===== src/rtl/ifetch_queue_pkg.sv =====
// ifetch_queue_pkg -- shared definitions for the instruction fetch queue.
//   JAL_OPCODE     : opcode of the direct jump recognised by the predictor
//   FETCH/WAIT/DROP: fetch FSM state encodings (2 bits)
//   iq_entry_t     : one queue entry {pred, pc, inst}
//   jal_imm()      : sign-extended J-type immediate of an instruction word
package ifetch_queue_pkg;

   localparam logic [6:0] JAL_OPCODE = 7'b1101111;

   localparam logic [1:0] FETCH = 2'd0;
   localparam logic [1:0] WAIT  = 2'd1;
   localparam logic [1:0] DROP  = 2'd2;

   typedef struct packed {
      logic        pred;
      logic [31:0] pc;
      logic [31:0] inst;
   } iq_entry_t;

   localparam int IQ_ENTRY_W = $bits(iq_entry_t);

   // immJ = sext({w[31], w[19:12], w[20], w[30:21], 1'b0})
   function automatic logic [31:0] jal_imm(input logic [31:0] w);
      return {{11{w[31]}}, w[31], w[19:12], w[20], w[30:21], 1'b0};
   endfunction

endpackage


===== src/rtl/ifetch_fifo.sv =====
// ifetch_fifo -- circular buffer with first-word-fall-through head.
//   clk, rst        : clock, synchronous active-high reset (clears storage too)
//   en              : global ready; low freezes every register
//   clear           : drop all entries (wins over push/pop)
//   push, push_data : write push_data at tail; caller guarantees a free slot
//   pop             : advance head; ignored while empty
//   head_data       : entry at head, combinational off the storage
//   count           : number of valid entries (0..DEPTH)
module ifetch_fifo
   import ifetch_queue_pkg::*;
#(
   parameter int DEPTH = 16,
   parameter int WIDTH = IQ_ENTRY_W
) (
   input  logic                   clk,
   input  logic                   rst,
   input  logic                   en,
   input  logic                   clear,
   input  logic                   push,
   input  logic [WIDTH-1:0]       push_data,
   input  logic                   pop,
   output logic [WIDTH-1:0]       head_data,
   output logic [$clog2(DEPTH):0] count
);

   localparam int AW = $clog2(DEPTH);

   logic [WIDTH-1:0] mem [DEPTH];
   logic [AW-1:0]    head;
   logic [AW-1:0]    tail;
   logic             do_pop;

   assign do_pop    = pop && (count != '0);
   assign head_data = mem[head];

   always_ff @(posedge clk) begin
      if (rst) begin
         head  <= '0;
         tail  <= '0;
         count <= '0;
         for (int i = 0; i < DEPTH; i++) mem[i] <= '0;
      end else if (en) begin
         if (clear) begin
            head  <= '0;
            tail  <= '0;
            count <= '0;
         end else begin
            if (push) begin
               mem[tail] <= push_data;
               tail      <= tail + 1'b1;
            end
            if (do_pop) head <= head + 1'b1;
            // Push and pop together leave the occupancy unchanged.
            case ({push, do_pop})
               2'b10:   count <= count + 1'b1;
               2'b01:   count <= count - 1'b1;
               default: count <= count;
            endcase
         end
      end
   end

endmodule


===== src/rtl/ifetch_queue.sv =====
// ifetch_queue -- instruction fetch stage with a buffering instruction queue.
// Fetches one word at a time from the memory controller, buffers each word
// with its PC and presents the oldest one first-word-fall-through.
//   clk_in, rst_in, rdy_in    : clock, sync active-high reset, global freeze
//   mem_req_valid/_addr       : single outstanding word request
//   mem_resp_valid/_data      : one-cycle response for the outstanding request
//   inst_valid/_out/_pc       : queue head towards the dispatcher/decoder
//   inst_pred_taken           : head was predicted taken
//   inst_ready                : dispatcher consumes the head this cycle
//   flush_in, flush_pc        : redirect from the ROB (highest priority)
// Build option: define IFETCH_JAL_PREDICT_EN to follow JAL targets when
// fetching; otherwise fetch is strictly sequential and pred is always 0.
// Handshake: a word moves on the response side when mem_resp_valid is high
// while a request is outstanding, and on the dispatch side when inst_valid
// and inst_ready are both high in the same cycle.
module ifetch_queue
   import ifetch_queue_pkg::*;
#(
   parameter int          IQ_DEPTH = 16,
   parameter logic [31:0] RESET_PC = 32'h0
) (
   input  logic        clk_in,
   input  logic        rst_in,
   input  logic        rdy_in,
   output logic        mem_req_valid,
   output logic [31:0] mem_req_addr,
   input  logic        mem_resp_valid,
   input  logic [31:0] mem_resp_data,
   output logic        inst_valid,
   output logic [31:0] inst_out,
   output logic [31:0] inst_pc,
   output logic        inst_pred_taken,
   input  logic        inst_ready,
   input  logic        flush_in,
   input  logic [31:0] flush_pc
);

   localparam int             CW      = $clog2(IQ_DEPTH) + 1;
   localparam logic [CW-1:0]  DEPTH_C = CW'(IQ_DEPTH);

   logic [1:0]            state;
   logic [31:0]           pc;
   logic [31:0]           next_pc;
   logic                  pred;
   logic [CW-1:0]         count;
   logic                  push;
   logic                  pop;
   iq_entry_t             push_entry;
   logic [IQ_ENTRY_W-1:0] head_bits;
   iq_entry_t             head_entry;

   // A response landing in the flush cycle belongs to the old path.
   assign push = (state == WAIT) && mem_resp_valid && !flush_in;
   assign pop  = inst_valid && inst_ready && !flush_in;

   always_comb begin
      next_pc = pc + 32'd4;
      pred    = 1'b0;
`ifdef IFETCH_JAL_PREDICT_EN
      if (mem_resp_data[6:0] == JAL_OPCODE) begin
         next_pc = pc + jal_imm(mem_resp_data);
         pred    = 1'b1;
      end
`endif
   end

   assign push_entry = '{pred: pred, pc: pc, inst: mem_resp_data};

   ifetch_fifo #(
      .DEPTH (IQ_DEPTH),
      .WIDTH (IQ_ENTRY_W)
   ) u_fifo (
      .clk       (clk_in),
      .rst       (rst_in),
      .en        (rdy_in),
      .clear     (flush_in),
      .push      (push),
      .push_data (push_entry),
      .pop       (pop),
      .head_data (head_bits),
      .count     (count)
   );

   assign head_entry      = head_bits;
   assign inst_valid      = (count != '0);
   assign inst_out        = head_entry.inst;
   assign inst_pc         = head_entry.pc;
   assign inst_pred_taken = head_entry.pred;

   // A request is only launched while the queue has a free slot; that slot
   // stays reserved for the in-flight word regardless of pops meanwhile.
   always_ff @(posedge clk_in) begin
      if (rst_in) begin
         state         <= FETCH;
         pc            <= RESET_PC;
         mem_req_valid <= 1'b0;
         mem_req_addr  <= '0;
      end else if (rdy_in) begin
         if (flush_in) begin
            pc <= flush_pc;
            case (state)
               // An outstanding request cannot be cancelled: wait out its
               // response in DROP unless it is arriving right now.
               WAIT, DROP: begin
                  if (mem_resp_valid) begin
                     state         <= FETCH;
                     mem_req_valid <= 1'b0;
                  end else begin
                     state <= DROP;
                  end
               end
               default: state <= FETCH;
            endcase
         end else begin
            case (state)
               FETCH: begin
                  if (count < DEPTH_C) begin
                     state         <= WAIT;
                     mem_req_valid <= 1'b1;
                     mem_req_addr  <= pc;
                  end
               end
               WAIT: begin
                  if (mem_resp_valid) begin
                     pc            <= next_pc;
                     state         <= FETCH;
                     mem_req_valid <= 1'b0;
                  end
               end
               DROP: begin
                  if (mem_resp_valid) begin
                     state         <= FETCH;
                     mem_req_valid <= 1'b0;
                  end
               end
               default: begin
                  state         <= FETCH;
                  mem_req_valid <= 1'b0;
               end
            endcase
         end
      end
   end

endmodule


===== config.mk =====
export PLATFORM = sky130hd
export DESIGN_NAME = ifetch_queue
export DESIGN_NICKNAME = d
export VERILOG_FILES = /design/src/rtl/ifetch_queue_pkg.sv /design/src/rtl/ifetch_fifo.sv /design/src/rtl/ifetch_queue.sv
export SDC_FILE = /design/constraint.sdc
export NUM_CORES = 1
export LEC_CHECK = 0
export BUFFER_PORTS_ARGS = -buffer_cell sky130_fd_sc_hd__buf_2
export CAP_MARGIN = 10
export CELL_PAD_IN_SITES_DETAIL_PLACEMENT = 1
export CELL_PAD_IN_SITES_GLOBAL_PLACEMENT = 1
export CORE_ASPECT_RATIO = 1.1
export CORE_MARGIN = 3
export CORE_UTILIZATION = 30
export DETAILED_ROUTE_END_ITERATION = 10
export GPL_ROUTABILITY_DRIVEN = 1
export GPL_TIMING_DRIVEN = 1
export PLACE_DENSITY = 0.54
export SLEW_MARGIN = 20
export SYNTH_ARGS = -nofsm -noshare
export SYNTH_HDL_FRONTEND = slang
export SYNTH_SLANG_ARGS = --single-unit
export TNS_END_PERCENT = 30

===== constraint.sdc =====
create_clock -name clk_in -period 9.3 [get_ports clk_in]
set_clock_uncertainty 0.15 [all_clocks]
set_input_delay 1.86 -clock clk_in [delete_from_list [all_inputs] [get_ports clk_in]]
set_output_delay 1.86 -clock clk_in [all_outputs]
set_load 0.005 [all_outputs]

==> out/metrics.yaml, run 1 <==
status:
  status: "completed"
place:
  place.gp.congestion: 0.7327
  io_buffers: 167
  hpwl_um: 86250
worst_setup_path:
  path_class: "flip-flop to output pin"
  critPathMaxFanout: 90
  cp-end-kind: "output pin"
  crit_buf_inv: 2
  cp_cell_sequence: "buf_12 -> mux4_1 -> mux4_2 -> buf_2"
  critPathTopFamily: "multiplexers"
  crit_path_top_delay_cell: "dfxtp_4"
  reg2reg_slack_ns: 4.81
  critical_path_depth: 4
  worstPathArrival_ns: 3.98
  slowest_delay_ns: 0.94
  rr_worst_depth: 6
  startpoint_type: "flip-flop"
  worstPathRequired_ns: 7.29
cts:
  clock_latency_ns: 0.74
  clk_pin_slew_ns: 0.06
  cts_resized: 0
  clkSinkCount: 1108
  cts_buffers: 119
  h-tree-depth: 3
  cts_hold_buf: 0
  post_cts_buffers: 0
  clockBufferDepth: 3
  cts_tree: "done"
  root_buffer: "clkbuf_16"
global_route:
  grt_pass1_wl_um: 217800
  gr-total-overflow: 0
  track_usage_pct: 17.42
  antenna_found_initial: 25
  grt_pass1_vias: 29120
  grt_max_degree: 113
power_and_ir_drop:
  p_leak_nw: 19.40
  fin_total_pwr_mw: 10.69
  power_density_nw_per_um2: 188.8
  irDropWorstVdd_mv: 0.1458
floorplanning:
  die_area_um2: 172200
  rows: 156
  core_um2: 165300
  io_pins: 169
  start_util_pct: 30.36
  die_h_um: 435.0
  die_w_um: 396.0
sta:
  final_max_slew_viol_count: 0
  max_slew.worst_pin.slew_ns: 1.130
  grt_setup_unrepaired: "no"
  period_needed_ns: 5.988
  fin_crit_sh_pct: 64.39
  setup_viol: 0
  finalHoldViolCount: 0
  maxSlewHeadroom_pct: 24.55
  fmax_mhz: 167.0
  tns_ns: 0
final_layout:
  final_layout_size_suffix_gt1_share_pct: 21.66
  synthToLayoutAreaGrowth_pct: 12.79
  n_fill_cell: 16880
  fin_nets: 3339
  ff_latch_area_um2: 32450
  multiInputGateArea_um2: 16410
route:
  vias_per_cell: 4.955
  ant_nets: 0
  drtIter0Drc: 2438
  wl_per_cell_um: 27.21
  vias: 27620
  drc: 0
  routed_wl_um: 151700
  drt_pass1_iterations: 5
synth:
  synth-seq-cells: 1108
  yosysUniqueCellTypes: 65
  ys.flop_type: "edfxtp_1"
  synth_top_area_share_pct: 61.27
  syn_nets: 3305
  async_flop_share_pct: 0
  synth_enable_flop_cells: 1024
  yosys-top-cells-count: "1024 x edfxtp_1, 1005 x and2_1, 294 x mux4_2, 216 x clkbuf_1, 110 x nand2_1"
  syn-mean-instance-area_um2: 15.57
  netlist_area_um2: 50190
  ys_warn_count: 0
  synth.most_common_cell: "edfxtp_1"
  synthTopCellsByArea: "edfxtp_1 61%, mux4_2 13%, and2_1 13%"
  ys_seq_area_share_pct: 64.62
  synthesis.instances: 3224
  yosys.area.top_type: "edfxtp_1"
flow_run:
  drv_cap: 0
min_path:
  min_path_cells: 2
  holdCritPathClass: "flip-flop to flip-flop"
-- area by class of cell --
type | count | share of cell area (%)
Antenna cell | 5 | 0.02210
Clock buffer | 152 | 5.552
Clock inverter | 68 | 0.7825
Inverter | 14 | 0.09283
Multi-Input combinational cell | 1790 | 28.98
Sequential cell | 1108 | 57.32
Tap cell | 2212 | 4.889
Timing Repair Buffer | 225 | 2.361
-- metal layers --
layer / up-vias / global-route usage, % / routed length (µm)
met5: - / 0 / 22
met2: 702 / 28.46 / 72880
met4: 4 / 4.397 / 3161
li1: 12010 / - / -
met3: 185 / 2.476 / 7438
met1: 14720 / 24.42 / 68170
-- cells in the final DEF, fill, tap and decap left out, drive strengths merged, types with 5 or more instances in the layout --
cell type,synthesis,layout
o31ai,5,5
dfxtp,84,84
clkinv,2,59
and3,21,21
nor2b,5,5
o21ai,26,26
o22ai,5,5
a22oi,7,7
or2,13,13
a21oi,63,63
nand4,16,16
nor4,16,16
diode,0,5
mux2i,6,6
buf,54,225
ha,11,11
and2,1006,1006
nand2,114,114
nor3,26,26
nor2,44,44
mux4,320,320
xor2,5,5
clkbuf,258,152
a21o,5,5
a31oi,10,10
inv,12,15
nand3,15,15
edfxtp,1024,1024
-- stage by stage --
stage          instances  setup WS, ns  utilization (%)  hold slack (ns)  area, µm²
6_report            5574         3.312            34.24           0.3054      56610
5_1_grt             5570         3.064            34.23           0.3203      56600
4_1_cts             5567         3.138            34.21           0.3089      56550
3_5_place_dp        5347         2.716            32.04           0.2979      52970
3_3_place_gp        5347         2.751            32.04           0.2933      52970
2_1_floorplan       3224         1.409                -           0.2983      50190
-- path summary, 6_finish.rpt --
check	end	startpoint
setup / recovery	inst_pc[17]	flip-flop
hold / removal	mem_req_addr[26]	mem_req_addr[26]
setup reg to reg	u_fifo.mem[6][17]	state[1]
hold reg to reg	mem_req_addr[26]	mem_req_addr[26]
-- registers in the layout (all words and copies together) (netlist names), named ones only --
| signal | flops |
|---|---|
| mem_req_valid | 1 |
| pc | 32 |
| u_fifo.tail | 4 |
| u_fifo.head | 4 |
| state | 2 |
| u_fifo.count | 5 |
| u_fifo.mem | 1024 |
| mem_req_addr | 32 |
-- worst min-delay path, cell delays in order (launching register included) --
cell     delay [ns]
dfxtp_1        0.30
nand2_1        0.05
a21oi_1        0.05
-- cell families (layout without fill, tap and decap cells) --
family / after synthesis / after routing / share of synthesized area, %
AOI/OAI and AO/OA: 155 / 155 / 1.915
xor gates and xnor gates: 8 / 8 / 0.1396
adders and majority gates: 11 / 11 / 0.2742
buffers and inverters: 326 / 459 / 2.932
DFF: 1108 / 1108 / 64.62
muxes: 326 / 326 / 14.67
other: 1 / 6 / 0.007472
and+or+nand+nor: 1289 / 1289 / 15.44
-- where the power goes --
part / internal (mW) / total (mW) / switching, mW
Sequential: 5.61 / 5.71 / 0.0976
Clock: 2.48 / 4.50 / 2.02
Combinational: 0.156 / 0.471 / 0.315
No activity file was read; power rests on OpenSTA's default activity.
==> run 2, diff against run 1 <==
--- a/config.mk
+++ b/config.mk
@@ -15,7 +15,7 @@
 export DETAILED_ROUTE_END_ITERATION = 10
 export GPL_ROUTABILITY_DRIVEN = 1
 export GPL_TIMING_DRIVEN = 1
-export PLACE_DENSITY = 0.54
+export PLACE_DENSITY = 0.56
 export SLEW_MARGIN = 20
 export SYNTH_ARGS = -nofsm -noshare
 export SYNTH_HDL_FRONTEND = slang
==> constraint.sdc (replaced) <==
create_clock -name clk_in -period 5.1 [get_ports clk_in]
set_clock_uncertainty 0.15 [all_clocks]
set_input_delay 1.02 -clock clk_in [delete_from_list [all_inputs] [get_ports clk_in]]
set_output_delay 1.02 -clock clk_in [all_outputs]
set_load 0.005 [all_outputs]
==> run 2 against run 1 <==
- non-clock buffer count is 34 higher
- utilization is 0.45 points higher
- count of clock-buffer cells in the layout is 8 lower
- flip-flop and latch count stayed put
- via count is 0.18% lower
- wire length is 3.1% lower
- power is 83% higher
- critical path depth stayed put
- final cell count is 0.34% higher
- critical endpoint is now inst_out[1]
==> out/metrics.yaml, run 2 (same netlist as run 1, synthesis figures left out) <==
floorplanning:
  die_h_um: 435.0
  core_um2: 165300
  start_util_pct: 30.36
  io_pins: 169
  rows: 156
  die_area_um2: 172200
  die_w_um: 396.0
final_layout:
  fin_nets: 3371
  reg_top3: "u_fifo.mem x1024, mem_req_addr x32, pc x32"
  final_layout_size_suffix_gt1_share_pct: 22.60
  synthToLayoutAreaGrowth_pct: 14.29
  fin_area_um2: 57360
  regMostFlops: "u_fifo.mem"
  final_common_cell: "edfxtp_1"
  n_fill_cell: 16900
  largest_reg_flops: 1024
  layout_common_cells: "1024 x edfxtp_1, 1005 x and2_1, 294 x mux4_2"
  final_util_pct: 34.69
  finalNonFillerCells: 5593
worst_setup_path:
  endpoint: "inst_out[1]"
  r2r-start: "state[1]"
  path_class: "flip-flop to output pin"
  cp-end-kind: "output pin"
  critPathMaxFanout: 43
  reg2reg_slack_ns: 1.84
  worstPathRequired_ns: 3.93
  startpoint_type: "flip-flop"
  rr_worst_depth: 7
  worstPathArrival_ns: 3.33
  reg2reg_to: "u_fifo.mem[7][33]"
cts:
  post_cts_buffers: 0
  cts_resized: 0
  cts_hold_buf: 0
  root_buffer: "clkbuf_16"
  clk_pin_slew_ns: 0.06
  clkSinkCount: 1108
  clock_latency_ns: 0.74
  h-tree-depth: 3
  cts_tree: "done"
  cts_buffers: 117
  clockBufferDepth: 3
global_route:
  antenna_found_initial: 15
  track_usage_pct: 16.98
  gr-total-overflow: 0
  grt_pass1_vias: 29610
  grt_max_degree: 66
  grt_pass1_wl_um: 214900
sta:
  grt_setup_unrepaired: "no"
  fmax_mhz: 222.3
  setup_slack_ns: 0.6018
  timing.hold.ws_ns: 0.3053
  fin_crit_sh_pct: 88.20
  finalHoldViolCount: 0
  period_needed_ns: 4.498
  maxSlewHeadroom_pct: 27.32
  max_slew.worst_pin.slew_ns: 1.089
  tns_ns: 0
  setup_viol: 0
  final_max_slew_viol_count: 0
route:
  wl_met2_um: 72360
  drt_pass1_iterations: 5
  routed_wl_um: 147000
  vias_per_cell: 4.929
  highest_layer: "met5"
  ant_nets: 0
  route.met3.wl_um: 6771
  wl_per_cell_um: 26.28
  drtIter0Drc: 2169
  wirelength_met1_um: 64590
  drc: 0
  vias: 27570
power_and_ir_drop:
  irDropWorstVdd_mv: 0.2828
  fin_total_pwr_mw: 19.50
  power_density_nw_per_um2: 340.1
  p_leak_nw: 19.74
place:
  dp_cells: 5383
  dpl_cell_area_um2: 53740
  place_ws_ns: 0.8706
  io_buffers: 167
  place.gp.congestion: 0.7233
  hpwl_um: 84810
status:
  status: "completed"
min_path:
  min_path_cells: 2
  worst_hold_startpoint: "mem_req_addr[12]"
  holdCritPathClass: "flip-flop to flip-flop"
flow_run:
  drv_cap: 0
==> run 2: changes by cell type in the layout (fill, tap and decap cells not counted), sizes merged <==
| cell | change |
|---|---|
| clkbuf | -8 |
| bufinv | +2 |
| inv | +1 |
| buf | +34 |
| clkinv | -15 |
| diode | +5 |
==> run 2: report_power, final <==
group / internal, mW / switching, mW
Sequential: 10.2 / 0.173
Clock: 4.63 / 3.60
Combinational: 0.318 / 0.552
Total: 15.2 / 4.32
==> run 2: worst max-delay path, stage by stage (launching register included) <==
cell and delay (ns):
dfxtp_4 0.73, buf_12 0.41, mux4_1 0.68, mux4_2 0.54, buf_2 0.16
==> run 2: final cells by class <==
type	instances	area (µm²)	share of cell area [%]
inverter	14	52.55	0.09162
clock buffer	144	3144	5.482
timing repair buffer	259	2064	3.599
antenna	10	25.02	0.04363
multi-input combinational	1790	16410	28.60
sequential	1108	32450	56.57
clock inverter	56	451.7	0.7875
tap	2212	2768	4.825
==> run 2: routing by layer <==
layer	GRT usage (%)	up-vias
met4	4.446	2
met2	28.71	600
li1	-	12080
met1	22.93	14710
met5	0	-
met3	2.352	173
==> run 2: worst min-delay path by stage <==
stage	slack, ns	to
floorplan	0.30	mem_req_valid
CTS	0.31	mem_req_addr[12]
finish	0.31	mem_req_addr[12]
global placement	0.29	mem_req_addr[12]
global route	0.33	mem_req_addr[13]
detailed placement	0.29	mem_req_addr[3]
==> run 3, diff against run 2 <==
==> constraint.sdc (replaced) <==
create_clock -name clk_in -period 5.1 [get_ports clk_in]
set_clock_uncertainty 0.15 [all_clocks]
set_input_delay 1.02 -clock clk_in [delete_from_list [all_inputs] [get_ports clk_in]]
set_output_delay 1.02 -clock clk_in [all_outputs]
set_load 0.02 [all_outputs]
==> run 3 against run 2 <==
- setup slack gained 0.012 ns
- via count shrank 0.46%
- combinational power grew 2.4%
- first-iteration DRC count shrank 2.9%
- fmax grew 0.27%
- critical path depth grew 1
- clock power is essentially flat
==> out/metrics.yaml, run 3 (same netlist as run 1, synthesis figures left out) <==
status:
  status: "completed"
worst_setup_path:
  startpoint_type: "flip-flop"
  critPathMaxFanout: 27
  path_class: "flip-flop to output pin"
  cp-end-kind: "output pin"
  r2r-start: "u_fifo.tail[3]"
  worstPathArrival_ns: 3.32
  worstPathRequired_ns: 3.93
final_layout:
  regMostFlops: "u_fifo.mem"
  final_layout_size_suffix_gt1_share_pct: 22.28
  finalNonFillerCells: 5602
  fin_area_um2: 57270
  synthToLayoutAreaGrowth_pct: 14.12
  fin_nets: 3368
  reg_top3: "u_fifo.mem x1024, mem_req_addr x32, pc x32"
  largest_reg_flops: 1024
  final_common_cell: "edfxtp_1"
  layout_common_cells: "1024 x edfxtp_1, 1005 x and2_1, 294 x mux4_2"
route:
  wl_per_cell_um: 25.77
  drtIter0Drc: 2106
  drc: 0
  vias_per_cell: 4.898
  drt_pass1_iterations: 5
  routed_wl_um: 144300
  ant_nets: 0
  vias: 27440
floorplanning:
  die_w_um: 396.0
  io_pins: 169
  core_um2: 165300
  start_util_pct: 30.36
  die_h_um: 435.0
  die_area_um2: 172200
  rows: 156
cts:
  post_cts_buffers: 0
  h-tree-depth: 3
  root_buffer: "clkbuf_16"
  clockBufferDepth: 3
  cts_tree: "done"
  clkSinkCount: 1108
  cts_hold_buf: 0
  clock_latency_ns: 0.73
  cts_buffers: 116
  cts_resized: 0
  clk_pin_slew_ns: 0.06
power_and_ir_drop:
  fin_total_pwr_mw: 19.55
  irDropWorstVdd_mv: 0.3478
  p_leak_nw: 19.71
  power_density_nw_per_um2: 341.4
global_route:
  track_usage_pct: 16.71
  grt_max_degree: 68
  antenna_found_initial: 21
  grt_pass1_wl_um: 212700
  grt_pass1_vias: 29720
  gr-total-overflow: 0
place:
  dpl_cell_area_um2: 53620
  place_ws_ns: 1.017
  place.gp.congestion: 0.7148
  io_buffers: 167
  hpwl_um: 82850
  dp_cells: 5381
sta:
  max_slew.worst_pin.slew_ns: 1.101
  finalHoldViolCount: 0
  setup_viol: 0
  maxSlewHeadroom_pct: 26.41
  period_needed_ns: 4.486
  setup_slack_ns: 0.6140
  fin_crit_sh_pct: 87.96
  fmax_mhz: 222.9
  final_max_slew_viol_count: 0
  grt_setup_unrepaired: "no"
  tns_ns: 0
min_path:
  worst_hold_startpoint: "mem_req_addr[29]"
  holdCritPathClass: "flip-flop to flip-flop"
flow_run:
  drv_cap: 0
[run 3: changes by cell type in the layout (fill, tap and decap cells not counted), sizes merged]
cell      before  now
clkbuf       144  155
clkinv        44   50
inv           16   15
diode         10    6
buf          259  257
clkinvlp       4    3
[run 3: final timing paths]
kind                             to  slack (ns)  cells after the start
setup reg to reg  u_fifo.mem[12][9]        1.74                      4
hold reg to reg    mem_req_addr[29]        0.30                      2
setup / recovery        inst_pc[31]        0.61                      5
hold / removal     mem_req_addr[29]        0.30                      2
[run 3: area by class of cell]
class	instances	area [µm²]
Inverter	14	52.55
Tap cell	2212	2768
Antenna cell	6	15.01
Clock buffer	155	3177
Clock inverter	60	461.7
Multi-Input combinational cell	1790	16410
Sequential cell	1108	32450
Timing Repair Buffer	257	1949
Fill cell	16900	108000
[run 3: worst max-delay path, stage by stage (launching register included)]
cell and delay, ns:
dfxtp_4 0.61, buf_12 0.30, buf_12 0.30, mux4_2 0.55
mux4_2 0.58, buf_2 0.21
[run 3: per-layer routing]
layer	vias up	global-route usage, %	part of all wire, %
met5	-	0	0.028
met4	6	4.331	2.1
met3	173	2.696	4.9
met2	612	28.50	50
met1	14590	22.14	43
li1	12060	-	-
[run 3: where the power goes]
| part | switching (mW) | internal, mW | leakage, nW | total [mW] |
|---|---|---|---|---|
| registers | 0.179 | 10.2 | 11.0 | 10.4 |
| logic | 0.575 | 0.315 | 6.95 | 0.890 |
| clock network | 3.60 | 4.65 | 1.78 | 8.25 |
| total | 4.35 | 15.2 | 19.7 | 19.6 |
[run 3: per-stage QoR]
stage	utilization (%)	hold WS, ns
floorplan	-	0.3248
global placement	32.43	0.2905
detailed placement	32.43	0.2985
CTS	34.64	0.3083
global route	34.64	0.3252
finish	34.64	0.3042
